--- src/rtl/bram_initiator_pkg.sv ---
// Shared types and constants for the buffer register initiator.
// Response entries carry {we, data}. Pipeline tokens carry {valid, we}.
package bram_initiator_pkg;

  localparam int BRAM_DW     = 32;
  localparam int BRAM_STBW   = 4;
  localparam int BRAM_RD_LAT = 2;  // ren -> slave registered rdata, in cycles

  typedef struct packed {
    logic               we;
    logic [BRAM_DW-1:0] data;
  } rsp_t;

  typedef struct packed {
    logic valid;
    logic we;
  } token_t;

  // Number of live tokens among the three in-flight stages.
  function automatic logic [1:0] token_count(token_t t1, token_t t2, token_t t3);
    return {1'b0, t1.valid} + {1'b0, t2.valid} + {1'b0, t3.valid};
  endfunction

endpackage

--- src/rtl/bram_rsp_fifo.sv ---
// In-order response FIFO, DEPTH entries of rsp_t.
// The head entry is driven straight from storage, so it holds steady while it waits to be popped.
// A push and a pop in the same cycle leave the count unchanged.
module bram_rsp_fifo
  import bram_initiator_pkg::*;
#(
  parameter int DEPTH = 4,
  parameter int CNT_W = $clog2(DEPTH) + 1
) (
  input  logic             clk,
  input  logic             rst_n,
  input  logic             push,
  input  rsp_t             push_data,
  input  logic             pop,
  output logic             valid,
  output rsp_t             head,
  output logic [CNT_W-1:0] count
);

  localparam int PTR_W = $clog2(DEPTH);

  rsp_t             mem_r [DEPTH];
  logic [PTR_W-1:0] wr_ptr_r;
  logic [PTR_W-1:0] rd_ptr_r;
  logic [CNT_W-1:0] count_r;
  logic             empty_s;
  logic             full_s;
  logic             do_push_s;
  logic             do_pop_s;

  // Full and empty flags, plus the push and pop that actually take effect.
  always_comb begin
    empty_s   = (count_r == {CNT_W{1'b0}});
    full_s    = (count_r == CNT_W'(DEPTH));
    do_pop_s  = pop & ~empty_s;
    do_push_s = push & (~full_s | do_pop_s);
  end

  // Storage, pointers and occupancy count. Pointers wrap naturally because DEPTH is a power of 2.
  always_ff @(posedge clk or negedge rst_n) begin
    if (!rst_n) begin
      for (int i = 0; i < DEPTH; i++) begin
        mem_r[i] <= {($bits(rsp_t)){1'b0}};
      end
      wr_ptr_r <= {PTR_W{1'b0}};
      rd_ptr_r <= {PTR_W{1'b0}};
      count_r  <= {CNT_W{1'b0}};
    end else begin
      if (do_push_s) begin
        mem_r[wr_ptr_r] <= push_data;
        wr_ptr_r        <= wr_ptr_r + PTR_W'(1);
      end
      if (do_pop_s) begin
        rd_ptr_r <= rd_ptr_r + PTR_W'(1);
      end
      case ({do_push_s, do_pop_s})
        2'b10:   count_r <= count_r + CNT_W'(1);
        2'b01:   count_r <= count_r - CNT_W'(1);
        default: count_r <= count_r;
      endcase
    end
  end

  assign valid = ~empty_s;
  assign head  = mem_r[rd_ptr_r];
  assign count = count_r;

endmodule

--- src/rtl/bram_reg_initiator.sv ---
// Buffer register interface initiator.
// It turns an in-order request stream into registered bram_wen, bram_ren and bram_regen cycles.
// Responses return in request order through bram_rsp_fifo.
// Write acknowledgements are produced only when BRAM_INITIATOR_WACK_EN is defined.
module bram_reg_initiator
  import bram_initiator_pkg::*;
#(
  parameter int RSP_DEPTH = 4,
  parameter int ADDR_W    = 8
) (
  input  logic              ACLK,
  input  logic              ARESETN,
  input  logic              req_valid,
  output logic              req_ready,
  input  logic              req_we,
  input  logic [ADDR_W-1:0] req_addr,
  input  logic [31:0]       req_wdata,
  input  logic [3:0]        req_wstb,
  output logic              rsp_valid,
  input  logic              rsp_ready,
  output logic [31:0]       rsp_data,
  output logic              rsp_we,
  output logic [31:0]       bram_waddr,
  output logic [31:0]       bram_wdata,
  output logic [3:0]        bram_wstb,
  output logic              bram_wen,
  output logic [31:0]       bram_raddr,
  output logic              bram_ren,
  output logic              bram_regen,
  input  logic [31:0]       bram_rdata
);

`ifdef BRAM_INITIATOR_WACK_EN
  localparam logic WACK_EN = 1'b1;
`else
  localparam logic WACK_EN = 1'b0;
`endif

  localparam int CNT_W = $clog2(RSP_DEPTH) + 1;
  localparam int OCC_W = CNT_W + 1;

  logic                 ready_en_r;
  logic                 wen_r;
  logic                 ren_r;
  logic                 regen_r;
  logic [31:0]          waddr_r;
  logic [31:0]          wdata_r;
  logic [BRAM_STBW-1:0] wstb_r;
  logic [31:0]          raddr_r;
  token_t               tok1_r;
  token_t               tok2_r;
  token_t               tok3_r;
  token_t               tok_in_s;
  logic                 accept_s;
  logic                 credit_ok_s;
  logic [OCC_W-1:0]     occupancy_s;
  logic [CNT_W-1:0]     fifo_count_s;
  rsp_t                 push_data_s;
  rsp_t                 head_s;

  // Handshake, the new token, and the credit check.
  // Credit uses only registered FIFO and pipe occupancy.
  always_comb begin
    accept_s       = req_valid & req_ready;
    tok_in_s.valid = accept_s & (~req_we | WACK_EN);
    tok_in_s.we    = req_we;
    occupancy_s    = {1'b0, fifo_count_s} + OCC_W'(token_count(tok1_r, tok2_r, tok3_r));
    credit_ok_s    = (occupancy_s < OCC_W'(RSP_DEPTH));
    req_ready      = ready_en_r & credit_ok_s;
  end

  // Issue stage: one registered strobe cycle per accepted request.
  // Address and data hold their last value while the strobes are low.
  always_ff @(posedge ACLK or negedge ARESETN) begin
    if (!ARESETN) begin
      ready_en_r <= 1'b0;
      wen_r      <= 1'b0;
      ren_r      <= 1'b0;
      waddr_r    <= 32'h0;
      wdata_r    <= 32'h0;
      wstb_r     <= {BRAM_STBW{1'b0}};
      raddr_r    <= 32'h0;
    end else begin
      ready_en_r <= 1'b1;
      wen_r      <= accept_s & req_we;
      ren_r      <= accept_s & ~req_we;
      if (accept_s & req_we) begin
        waddr_r <= {{(32-ADDR_W){1'b0}}, req_addr};
        wdata_r <= req_wdata;
        wstb_r  <= req_wstb;
      end
      if (accept_s & ~req_we) begin
        raddr_r <= {{(32-ADDR_W){1'b0}}, req_addr};
      end
    end
  end

  // Token pipe. tok1 is the issue cycle and tok2 is the regen cycle.
  // tok3 is the cycle in which the slave's registered data is pushed.
  // Clearing it on reset drops any read still in flight.
  always_ff @(posedge ACLK or negedge ARESETN) begin
    if (!ARESETN) begin
      tok1_r  <= 2'b00;
      tok2_r  <= 2'b00;
      tok3_r  <= 2'b00;
      regen_r <= 1'b0;
    end else begin
      tok1_r  <= tok_in_s;
      tok2_r  <= tok1_r;
      tok3_r  <= tok2_r;
      regen_r <= tok1_r.valid & ~tok1_r.we;
    end
  end

  // Read tokens push the slave data. Write acknowledgements push zero.
  always_comb begin
    push_data_s.we = tok3_r.we;
    if (tok3_r.we) begin
      push_data_s.data = 32'h0;
    end else begin
      push_data_s.data = bram_rdata;
    end
  end

  bram_rsp_fifo #(
    .DEPTH (RSP_DEPTH),
    .CNT_W (CNT_W)
  ) u_rsp_fifo (
    .clk       (ACLK),
    .rst_n     (ARESETN),
    .push      (tok3_r.valid),
    .push_data (push_data_s),
    .pop       (rsp_ready),
    .valid     (rsp_valid),
    .head      (head_s),
    .count     (fifo_count_s)
  );

  assign rsp_data   = head_s.data;
  assign rsp_we     = head_s.we;
  assign bram_waddr = waddr_r;
  assign bram_wdata = wdata_r;
  assign bram_wstb  = wstb_r;
  assign bram_wen   = wen_r;
  assign bram_raddr = raddr_r;
  assign bram_ren   = ren_r;
  assign bram_regen = regen_r;

endmodule

--- config.mk ---
export PLATFORM = sky130hd
export DESIGN_NAME = bram_reg_initiator
export DESIGN_NICKNAME = d
export VERILOG_FILES = /design/src/rtl/bram_initiator_pkg.sv /design/src/rtl/bram_rsp_fifo.sv /design/src/rtl/bram_reg_initiator.sv
export SDC_FILE = /design/constraint.sdc
export NUM_CORES = 1
export LEC_CHECK = 0
export ABC_AREA = 0
export BUFFER_PORTS_ARGS = -buffer_cell sky130_fd_sc_hd__buf_2
export CAP_MARGIN = 20
export CORE_MARGIN = 2
export CORE_UTILIZATION = 50
export CTS_BUF_LIST = sky130_fd_sc_hd__clkbuf_16
export DETAILED_ROUTE_END_ITERATION = 10
export PLACE_DENSITY_LB_ADDON = 0.1
export REMOVE_ABC_BUFFERS = 1
export SKIP_CTS_REPAIR_TIMING = 1
export SLEW_MARGIN = 20
export SYNTH_ARGS = -nofsm -noshare
export SYNTH_HDL_FRONTEND = slang
export SYNTH_SLANG_ARGS = --single-unit
--- constraint.sdc ---
create_clock -name ACLK -period 2.8 [get_ports ACLK]
set_clock_uncertainty 0.15 [all_clocks]
set_input_delay 0.14 -clock ACLK [delete_from_list [all_inputs] [get_ports ACLK]]
set_output_delay 0.14 -clock ACLK [all_outputs]
set_load 0.05 [all_outputs]
==> impl_metrics.json <==
{
  "finalWirelength_mm": 19.2,
  "min-delay-path-class": "in -> reg",
  "detail_route.drc_violations": 0,
  "tritoncts_num_sinks": 200,
  "cpPeakStageDelay_ps": 510,
  "min_from": "rsp_ready",
  "power_frac_seq_pct": 36.7,
  "grt_start_max_net_pins": 82,
  "synth_top_area_share_pct": 55.4,
  "power_density_nw_per_um2": 1170,
  "first_global_vias": 5648,
  "max_clock_freq_mhz": 372,
  "netSwitchingFraction_pct": 42.8,
  "cts_buffer_count": 17,
  "via_count": 5270,
  "min_delay_path_depth": 3,
  "worst_slack_on_hold_paths_ps": 22.9,
  "cts_tree": "done",
  "syn_area_per_cell_um2": 15.8,
  "dieArea_um2": 19100,
  "hpwl_mm": 12.3,
  "maxCapViolCount": 0,
  "yosys.cell_types.count": 30,
  "comb_power_share_pct": 45.6,
  "clk_latency_ps": 430,
  "period_minus_slack_ps": 2690,
  "dp_cells": 950,
  "ant_nets": 0,
  "timing_max_transition_violations_final": 0,
  "worst-r2r-cell-count": 8,
  "design.portCount": 219,
  "clk_transition_reported_paths_ps": 70,
  "htreeDepth": 4,
  "timing.critical_path.to_type": "flip-flop",
  "r2r-end": "bram_wdata[28]",
  "fraction_of_layout_instances_using_a_drive_strength_above_1_pct": 54.1,
  "syn_to_final_growth_pct": 21.7,
  "worst_path_max_delay_cell": "sky130_fd_sc_hd__or3b_2",
  "globalplace.congestion": 0.781,
  "filler_cell_count": 1377,
  "outcome": "finished clean",
  "synthDominantAreaCellType": "sky130_fd_sc_hd__dfrtp_1",
  "post_synth_main_area_contributors": "sky130_fd_sc_hd__dfrtp_1 55%, sky130_fd_sc_hd__mux2_2 19%, sky130_fd_sc_hd__mux4_2 8.2%, sky130_fd_sc_hd__mux2_4 5.0%, sky130_fd_sc_hd__buf_4 4.7%",
  "die_width_um": 138,
  "crit_fanout": 45,
  "p_sw_mw": 5.48,
  "synthCells": 571,
  "timing.critical_path.mode_cell": "sky130_fd_sc_hd__inv_1",
  "sequential_cell_area_um2": 5010,
  "chipHeight_um": 138,
  "multi_input_comb_area_um2": 3630,
  "final_min_period_over_clock_period_pct": 96.1,
  "report.power.total_mw": 12.8,
  "grt_overflow_total": 0,
  "post_drt_via_cell_ratio": 5.14,
  "post_synthesis_cell_area_um2": 9030,
  "worstSetupPathType": "reg -> reg",
  "wl_per_cell_um": 18.7,
  "power.ir.vdd_worst_v": 0.000965,
  "worst_r2r_startpoint": "u_rsp_fifo.count[0]",
  "ys_seq_area_share_pct": 55.4,
  "kind_of_cell_adding_the_most_delay_to_the_critical_path": "simple AND/OR/NAND/NOR gates",
  "max_slew.worst_pin.slew_ps": 733,
  "ff2ff_setup_slack_ps": 110,
  "layout.cells.most_common": "sky130_fd_sc_hd__dfrtp_1",
  "timing.final.setup_violations": 0,
  "critical_path.n_buffers_inverters": 3,
  "drt_iter0_markers": 153,
  "min_delay_worst_endpoint": "u_rsp_fifo.rd_ptr_r[0]",
  "first_pass_grt_wire_length_mm": 30.3,
  "worst-endpoint-arrival_ps": 2850,
  "final-instance-count-excl-fill": 1026,
  "finalHoldViolations": 0,
  "leakage_nw": 5.46,
  "rsz0062_at_grt": "no",
  "yosys_register_bits": 200,
  "design.final.nets": 875,
  "most-common-layout-cells": "197 x sky130_fd_sc_hd__dfrtp_1, 168 x sky130_fd_sc_hd__buf_2, 150 x sky130_fd_sc_hd__mux2_2",
  "floorplan.initialDensity_pct": 50.6,
  "internal_power_mw": 7.34,
  "drt_first_pass_iters": 4,
  "cts.root.buffer_cell": "sky130_fd_sc_hd__clkbuf_16",
  "antennaDiodeCount": 0,
  "fp-row-count": 49,
  "fp.coreArea_um2": 17800,
  "power.clock.fraction_pct": 17.8,
  "grt_antenna_before_repair": 1,
  "timing.critical_path.required_ps": 2960,
  "grt.total_usage_pct": 20.0,
  "max-slew-margin-rel_pct": 51.2,
  "timing.critical_path.cells": "inv_1 -> fa_1 -> inv_1 -> ha_1 -> and3b_1 -> or3b_2 -> buf_12 -> mux2_1",
  "yosysWarnings": 0,
  "ctsLongestPathBuffers": 2,
  "crit_path_start_kind": "flip-flop",
  "post-route-worst-setup-slack_ps": 110,
  "pre_cts_slack_ps": 78.4,
  "portBuffers": 170
}
-- kinds of logic (layout without fill, tap and decap cells) --
group           Yosys count  in the layout  synth area share [%]
simple gates             47             47                  3.38
buf+inv                  88            267                  6.49
flops                   200            200                  55.4
compound gates            1              1                0.0970
other cells               2             49                0.0832
fa+ha+maj                 8              8                  1.27
xor+xnor                  6              6                 0.582
mux                     219            219                  32.7
-- per-layer routing --
layer  part of all wire (%)  wire length [um]  vias up  GRT usage (%)
li1                       -                 -     2354              -
met1                     41              7860     2746           24.8
met2                     52              9950      151           34.1
met3                    6.3              1210       17           6.34
met4                   0.99               190        2           5.53
met5                  0.068                13        -              0
-- worst min-delay path, delay by kind of cell --
family	cells	cell delay [ps]
compound gates	1	160
xor+xnor	1	140
buf+inv	1	110
-- layout make-up --
class | instances | share of cell area, %
sequential | 200 | 45.6
multi-input combinational | 330 | 33.0
timing repair buffer | 228 | 13.6
clock buffer | 17 | 3.87
tap | 229 | 2.61
clock inverter | 13 | 0.979
inverter | 9 | 0.307
-- Yosys cell counts --
library cell / instances
sky130_fd_sc_hd__buf_6: 4
sky130_fd_sc_hd__or3_1: 1
sky130_fd_sc_hd__and3_4: 1
sky130_fd_sc_hd__nor2b_1: 32
sky130_fd_sc_hd__nor2_1: 2
sky130_fd_sc_hd__mux2_4: 30
sky130_fd_sc_hd__nor3_2: 1
sky130_fd_sc_hd__clkbuf_1: 8
sky130_fd_sc_hd__ha_1: 6
sky130_fd_sc_hd__nand3_1: 3
sky130_fd_sc_hd__buf_2: 9
sky130_fd_sc_hd__xnor2_1: 3
sky130_fd_sc_hd__or4b_1: 1
sky130_fd_sc_hd__buf_1: 1
sky130_fd_sc_hd__buf_4: 57
sky130_fd_sc_hd__mux2_1: 5
sky130_fd_sc_hd__nand2_1: 2
sky130_fd_sc_hd__mux2_2: 150
sky130_fd_sc_hd__xor2_1: 3
sky130_fd_sc_hd__mux2i_1: 1
sky130_fd_sc_hd__nor4b_1: 1
sky130_fd_sc_hd__inv_1: 9
sky130_fd_sc_hd__and3b_1: 1
sky130_fd_sc_hd__mux4_2: 33
sky130_fd_sc_hd__or3b_1: 1
sky130_fd_sc_hd__o31a_1: 1
sky130_fd_sc_hd__conb_1: 2
sky130_fd_sc_hd__nand4bb_1: 1
sky130_fd_sc_hd__dfrtp_1: 200
sky130_fd_sc_hd__fa_1: 2
-- state kept, by name (all words and copies together), names as in the netlist, 2 cells and up --
signal	cells
bram_waddr	8
u_rsp_fifo.rd_ptr_r	2
bram_raddr	8
u_rsp_fifo.wr_ptr_r	2
u_rsp_fifo.count	3
tok2_r	2
u_rsp_fifo.mem_r	132
bram_wdata	32
tok1_r	2
bram_wstb	4
-- how the worst max path moves through the flow --
stage	startpoint	endpoint	slack [ps]	depth (start not counted)
floorplan	tok1_r[1]	req_ready	-750	6
global placement	u_rsp_fifo.count[0]	bram_wdata[28]	160	8
detailed placement	u_rsp_fifo.count[0]	bram_wdata[5]	80	8
CTS	u_rsp_fifo.count[0]	req_ready	7	7
global route	u_rsp_fifo.count[0]	req_ready	30	7
finish	u_rsp_fifo.count[0]	bram_wdata[28]	110	8
-- through the flow --
step	cell area [um^2]	util, %	TNS (ps)
CTS	10500	59.0	0
global route	11000	61.6	0
finish	11000	61.6	0
global placement	9990	56.0	0
detailed placement	9990	56.0	0
floorplan	8650	-	-22720
-- power by group through the flow --
stage / combinational [mW] / sequential, mW / clock [mW]
finish: 5.84 / 4.70 / 2.28
global route: 6.15 / 4.84 / 2.48
CTS: 5.84 / 4.70 / 2.34
detailed placement: 5.83 / 4.73 / 0
global placement: 5.74 / 4.65 / 0
floorplan: 3.10 / 5.99 / 0
Note: power is estimated with default switching activity, not from simulation.
